$ cat src/rtl/multi_string_led_controller.sv
// Wishbone-mapped multi-channel serial LED string driver (WS281x-style GRB).
// Each channel has its own pixel RAM slice, bit-timing FSM, continuous mode and IRQ.
module multi_string_led_controller #(
  parameter int NCH   = 2,
  parameter int ASIZE = 4,
  parameter int TBIT  = 50,
  parameter int T0H   = 16,
  parameter int T1H   = 32,
  parameter int TRST  = 2400
) (
  input  logic           clk,
  input  logic           rst_n,
  input  logic           wbs_cyc_i,
  input  logic           wbs_stb_i,
  input  logic           wbs_we_i,
  input  logic [3:0]     wbs_sel_i,
  input  logic [31:0]    wbs_adr_i,
  input  logic [31:0]    wbs_dat_i,
  output logic [31:0]    wbs_dat_o,
  output logic           wbs_ack_o,
  output logic [NCH-1:0] led_o,
  output logic           irq
);
  localparam int NPIX = 1 << ASIZE;
  localparam int MD   = NCH * NPIX;
  localparam int MW   = (MD > 1) ? $clog2(MD) : 1;
  localparam int MDP  = 1 << MW;
  localparam int CMAX = (TBIT > TRST) ? TBIT : TRST;
  localparam int CW   = $clog2(CMAX + 1);
  localparam int LW   = ASIZE + 1;

  typedef enum logic [1:0] {
    S_IDLE, S_HIGH, S_LOW, S_GAP
  } st_t;

  logic [23:0]    r_mem [0:MDP-1];
  logic [LW-1:0]  r_len_cfg [NCH];
  logic [NCH-1:0] r_cont;
  logic [NCH-1:0] r_inv;
  logic [NCH-1:0] r_irq_en;
  logic [NCH-1:0] r_done;
  logic           r_ack;
  logic [31:0]    r_dat;

  logic           w_acc;
  logic           w_wr;
  logic           w_low;
  logic [9:0]     w_word;
  logic           w_pix_hit;
  logic [MW-1:0]  w_pix_idx;
  logic [NCH-1:0] w_cfg_sel;
  logic [31:0]    w_rdata;
  logic [NCH-1:0] w_start;
  logic [NCH-1:0] w_w1c;
  logic [NCH-1:0] w_busy;
  logic [NCH-1:0] w_done_set;
  logic [NCH-1:0] w_line;
  logic           w_unused;

  assign w_unused  = ^{wbs_sel_i, wbs_adr_i, wbs_dat_i};
  assign w_acc     = wbs_cyc_i && wbs_stb_i && !r_ack;
  assign w_wr      = w_acc && wbs_we_i;
  assign w_low     = (wbs_adr_i[31:12] == '0);
  assign w_word    = wbs_adr_i[11:2];
  assign w_pix_hit = w_low && w_word[9] &&
                     (32'(w_word[8:0]) < MD);
  assign w_pix_idx = w_word[MW-1:0];

  assign w_start = (w_wr && w_low && w_word == 10'd0) ?
                   wbs_dat_i[NCH-1:0] : '0;
  assign w_w1c   = (w_wr && w_low && w_word == 10'd1) ?
                   wbs_dat_i[8 +: NCH] : '0;

  always_comb begin
    w_cfg_sel = '0;
    for (int c = 0; c < NCH; c++)
      w_cfg_sel[c] = w_low && (w_word == 10'(4 + c));
  end

  always_comb begin
    w_rdata = '0;
    unique case (1'b1)
      w_pix_hit:
        w_rdata = {8'h00, r_mem[w_pix_idx]};
      w_low && w_word == 10'd1:
        w_rdata = {16'h0, 8'(r_done), 8'(w_busy)};
      w_low && w_word == 10'd2:
        w_rdata = 32'(r_irq_en);
      default: ;
    endcase
    for (int c = 0; c < NCH; c++)
      if (w_cfg_sel[c])
        w_rdata = {14'h0, r_inv[c], r_cont[c],
                   {(16-LW){1'b0}}, r_len_cfg[c]};
  end

  always_ff @(posedge clk)
    if (w_wr && w_pix_hit)
      r_mem[w_pix_idx] <= wbs_dat_i[23:0];

  always_ff @(posedge clk or negedge rst_n) begin
    if (!rst_n) begin
      r_ack    <= 1'b0;
      r_dat    <= '0;
      r_irq_en <= '0;
      r_done   <= '0;
      r_cont   <= '0;
      r_inv    <= '0;
      for (int c = 0; c < NCH; c++)
        r_len_cfg[c] <= '0;
    end else begin
      r_ack  <= w_acc;
      r_dat  <= w_acc ? w_rdata : '0;
      // a channel finishing in the same cycle as a W1C keeps its done bit
      r_done <= (r_done & ~w_w1c) | w_done_set;
      if (w_wr && w_low && w_word == 10'd2)
        r_irq_en <= wbs_dat_i[NCH-1:0];
      for (int c = 0; c < NCH; c++)
        if (w_wr && w_cfg_sel[c]) begin
          r_len_cfg[c] <= wbs_dat_i[LW-1:0];
          r_cont[c]    <= wbs_dat_i[16];
          r_inv[c]     <= wbs_dat_i[17];
        end
    end
  end

  for (genvar c = 0; c < NCH; c++) begin : g_ch
    st_t           r_st, w_st;
    logic [CW-1:0] r_cnt, w_cnt;
    logic [4:0]    r_bit, w_bit;
    logic [LW-1:0] r_pix, w_pix;
    logic [LW-1:0] r_len, w_len;
    logic [23:0]   r_sh, w_sh;
    logic          w_set;
    logic [LW-1:0] w_elen;
    logic [LW-1:0] w_pn;
    logic [CW-1:0] w_th;
    logic [MW-1:0] w_base;

    assign w_elen = (r_len_cfg[c] > LW'(NPIX)) ?
                    LW'(NPIX) : r_len_cfg[c];
    assign w_pn   = r_pix + LW'(1);
    assign w_th   = r_sh[23] ? CW'(T1H) : CW'(T0H);
    assign w_base = MW'(c * NPIX);

    always_comb begin
      w_st  = r_st;
      w_cnt = r_cnt + CW'(1);
      w_bit = r_bit;
      w_pix = r_pix;
      w_len = r_len;
      w_sh  = r_sh;
      w_set = 1'b0;
      unique case (r_st)
        S_IDLE: begin
          w_cnt = '0;
          if (w_start[c]) begin
            if (w_elen == '0) begin
              w_set = 1'b1;
            end else begin
              w_st  = S_HIGH;
              w_bit = '0;
              w_pix = '0;
              w_len = w_elen;
              w_sh  = r_mem[w_base];
            end
          end
        end
        S_HIGH:
          if (r_cnt == w_th - CW'(1))
            w_st = S_LOW;
        S_LOW:
          if (r_cnt == CW'(TBIT - 1)) begin
            w_cnt = '0;
            if (r_bit != 5'd23) begin
              w_st  = S_HIGH;
              w_bit = r_bit + 5'd1;
              w_sh  = {r_sh[22:0], 1'b0};
            end else if (w_pn < r_len) begin
              w_st  = S_HIGH;
              w_bit = '0;
              w_pix = w_pn;
              w_sh  = r_mem[w_base + MW'(w_pn)];
            end else begin
              w_st = S_GAP;
            end
          end
        S_GAP:
          if (r_cnt == CW'(TRST - 1)) begin
            w_set = 1'b1;
            w_cnt = '0;
            if (r_cont[c] && w_elen != '0) begin
              w_st  = S_HIGH;
              w_bit = '0;
              w_pix = '0;
              w_len = w_elen;
              w_sh  = r_mem[w_base];
            end else begin
              w_st = S_IDLE;
            end
          end
        default: w_st = S_IDLE;
      endcase
    end

    always_ff @(posedge clk or negedge rst_n) begin
      if (!rst_n) begin
        r_st  <= S_IDLE;
        r_cnt <= '0;
        r_bit <= '0;
        r_pix <= '0;
        r_len <= '0;
        r_sh  <= '0;
      end else begin
        r_st  <= w_st;
        r_cnt <= w_cnt;
        r_bit <= w_bit;
        r_pix <= w_pix;
        r_len <= w_len;
        r_sh  <= w_sh;
      end
    end

    assign w_busy[c]     = (r_st != S_IDLE);
    assign w_line[c]     = (r_st == S_HIGH);
    assign w_done_set[c] = w_set;
  end

  assign wbs_ack_o = r_ack;
  assign wbs_dat_o = r_dat;
  assign led_o     = w_line ^ r_inv;
  assign irq       = |(r_done & r_irq_en);

endmodule

$ cat config.mk
export PLATFORM = sky130hd
export DESIGN_NAME = multi_string_led_controller
export DESIGN_NICKNAME = d
export VERILOG_FILES = /design/src/rtl/multi_string_led_controller.sv
export SDC_FILE = /design/constraint.sdc
export NUM_CORES = 2
export LEC_CHECK = 0
export BUFFER_PORTS_ARGS = -buffer_cell sky130_fd_sc_hd__clkbuf_2
export CAP_MARGIN = 20
export CORE_UTILIZATION = 30
export DETAILED_ROUTE_END_ITERATION = 12
export PLACE_DENSITY_LB_ADDON = 0.25
export SYNTH_ARGS = -nofsm -noshare
export SYNTH_HDL_FRONTEND = slang
export SYNTH_SLANG_ARGS = --single-unit
$ cat constraint.sdc
create_clock -name clk -period 3.75 [get_ports clk]
set_clock_uncertainty 0.2 [all_clocks]
set_input_delay 0.1875 -clock clk [delete_from_list [all_inputs] [get_ports clk]]
set_output_delay 0.1875 -clock clk [all_outputs]
set_load 0.005 [all_outputs]
==> results.md <==
* Num rows at 148
* Synth Area per Inst at 16.74 sq um
* PwrDens at 387.2 mW/mm^2
* Die width at 407.1 microns
* Routed len/inst at 32.76 microns
* Routability cong. at 0.8425
* Synth cell types at 82
* Setup CP Type: in2reg
* Max stage delay cell, worst path: dlygate4sd3_1
* Die height at 407.1 microns
* Final Util at 0.3527
* Syn Inst Count at 2941
* First-pass GRT wire length at 249.0 mm
* Reg2Reg Depth at 7
* Most frequent cells in the layout: edfxtp_1 (768), mux4_2 (643), nand2_1 (311), dfrtp_1 (147), buf_4 (145)
* Ratio of cells with drive above 1 in the final layout at 0.3686
* Sink Count at 917
* Initial DRC Count at 4458
* Crit Reg-Reg Endpoint: g_ch[0].r_sh[0]$_DFFE_PN0P_
* Initial Util at 0.3025
* Initial antenna violation count at 9
* Vias per cell at 5.990
* Number of synthesized flops with an enable pin at 768
* Critical R2R Launch: g_ch[0].r_pix[0]$_DFFE_PN0P_
* Maximum clock path buffer count at 3
* Core area at 0.1628 sq mm
* DRC viols at 0
* Worst hold start: wbs_dat_i[3]
* Max rail drop VDD at 0.0003696 V
* Total CTS buffers at 102
* Area Overhead vs Synth at 16.61%
* Pin count of the biggest net entering global routing at 97
* MaxCap Viol Count at 0
* Synth async-reset ratio at 0.1625
* Cells taking the most area after synthesis: edfxtp_1 (47%), mux4_2 (29%), dfrtp_1 (7.6%)
* Achievable frequency at 290.6 MHz
* Actual slew at the worst max-slew pin at 1012 ps
* Worst path cell trace: dlygate4sd3_1, buf_4, nor4_4, dlygate4sd3_1, nand3_2, o41ai_2, and3_2, buf_12, a21oi_1, a31oi_1
* Primary FF master, synth: edfxtp_1
* Routed Antenna Nets at 0
* Status: finished clean
* Synth Register Bits at 917
* Via count at 32170
* Endpoints failing setup at 0
* Commonest non-fill, non-tap cell in the layout: edfxtp_1
* Latest clock arrival within the worst-skew pair at 740 ps
* Endpoint, Worst Hold: r_mem[17][3]$_DFFE_PP_
* CP delay by family, top: buffers and inverters
* Critical Path Sink Type: register
* Reg-to-reg setup timing slack at 440 ps
* Crit Path Max Fanout at 30
* Post-Syn Area at 0.04924 sq mm
* Grt ovf at 0
* CP max stage delay at 670 ps
* Total die area at 0.1658 sq mm
* HP Class: in2reg
* Synth Warn # at 0
* Hold Vio Cnt, Final at 0
* Most used cell, CP: dlygate4sd3_1
* Clk slew on worst S/H paths at 70 ps
* Routed wire length at 175.9 mm
* Total placed instance area at 0.05362 sq mm
* Final min period at 3441 ps
* Fin nets at 3200
* Crit path required time at 4190 ps
* CTS Root Cell: clkbuf_16
* Slew margin rel. at 0.3252
* RSZ-0062 raised after global routing: no
* Leak Pwr at 18.63 nW
* WP buf/inv at 4
* Vias in the first global route at 31640
* Setup TNS at 0 ps
* Final instance area at 0.05742 sq mm
* WHS Path Cells at 1
* Pre-antenna DRT Iters at 7
* Synth area leader: edfxtp_1
* Post-CTS Resized at 0
* Sequential share of the synthesized area at 0.5441
* Total power at 22.23 mW
* CTS tree: built
* Final count of pins violating max slew at 0
* Worst path arrival time at 3880 ps
* Tcrit/Tclk final at 0.9175
* Share of the synthesized area in the top cell type at 0.4684
* IO buf count at 86
* IO Pins at 109
* Critical path launch point type: input port
* All-layer global routing usage at 0.2101
* CTS HTree Levels at 3
* Post-DP HPWL at 106.0 mm
## repair_timing
item                                    4_1_cts  5_1_grt
endpoints found under the setup margin        0        0
setup buffers                                 0        0
hold endpoints to repair                    790        0
hold buffers                                 36        0
## worst max-delay path by stage
stage                                      start                            to  slack, ps  cells after the start
floorplan                          wbs_adr_i[24]        r_mem[27][0]$_DFFE_PP_        330                      6
global placement    g_ch[0].r_pix[0]$_DFFE_PN0P_   g_ch[0].r_sh[0]$_DFFE_PN0P_        440                      7
detailed placement  g_ch[0].r_pix[0]$_DFFE_PN0P_   g_ch[0].r_sh[0]$_DFFE_PN0P_        420                      7
CTS                                 wbs_adr_i[5]  g_ch[0].r_sh[22]$_DFFE_PN0P_        390                     10
global route                        wbs_adr_i[5]  g_ch[0].r_sh[22]$_DFFE_PN0P_        180                     10
finish                              wbs_adr_i[5]  g_ch[0].r_sh[19]$_DFFE_PN0P_        310                     10
## cells by family (layout without fill, tap and decap cells)
group | count (synthesis) | in the layout | share of synthesized area
XOR/XNOR | 27 | 27 | 0.004803
flip-flops | 917 | 917 | 0.5441
adder cells (fa/ha/maj) | 24 | 24 | 0.006099
buffers and inverters | 289 | 534 | 0.02625
AND/OR/NAND/NOR | 663 | 663 | 0.06317
AO/OA/AOI/OAI | 296 | 296 | 0.04231
other | 1 | 10 | 0.00007616
multiplexers | 724 | 724 | 0.3132
## registers in the layout, indices dropped and copies added (netlist names), 4 cells and up
name and count:
g_ch.r_bit 10, g_ch.r_cnt 24, g_ch.r_len 10, g_ch.r_pix 10, g_ch.r_sh 48, g_ch.r_st 4
r_len_cfg 10, r_mem 768, wbs_dat_o 24
## synthesized netlist by cell type (all sizes together) (31+ instances only)
cell type	n
clkbuf	127
edfxtp	768
o21ai	51
mux2i	32
and3	31
nand3	35
mux4	643
o2111ai	47
a31oi	48
buf	131
nor2	113
dfrtp	149
a21oi	59
inv	31
nand4	102
mux2	49
nand2	311
## worst register-to-register path: cells and delay by family (launching register included)
kind / cells / cell delay (ps)
AO/OA/AOI/OAI: 1 / 100
buffers and inverters: 2 / 830
flip-flops: 1 / 480
multiplexers: 4 / 1590
## routing by layer
layer  wire, microns  part of all wire  GRT usage  up-vias
li1                -                 -          -    12740
met1           74550              0.42     0.3037    17400
met5              55           0.00031          0        -
met4            4254             0.024    0.05062        8
met2           80980              0.46     0.3246     1763
met3           16090             0.091    0.04024      256
## layout make-up
class	count	area, sq um
multi-input cells	1742	21560
fillers	15280	105400
clock buffers	145	2918
clock inverters	49	495.5
repair buffers	309	2796
inverters	31	121.4
diodes	2	5.005
well taps	2175	2721
flip-flops and latches	917	26800
## stage by stage
step | instances | hold WS [ps] | setup WS, ps
6_report | 5370 | 39.34 | 309.4
5_1_grt | 5368 | 70.14 | 179.4
4_1_cts | 5368 | 5.664 | 386.3
3_5_place_dp | 5138 | 148.8 | 420.3
3_3_place_gp | 5138 | 150.0 | 439.6
2_1_floorplan | 2948 | -308.1 | 334.2
## power breakdown
part | internal (mW) | switching (mW) | leakage (nW)
registers | 11.1 | 0.000404 | 8.92
clock network | 5.92 | 4.38 | 1.66
logic | 0.357 | 0.523 | 8.04
total | 17.3 | 4.90 | 18.6
No activity file was read; power rests on OpenSTA's default activity.
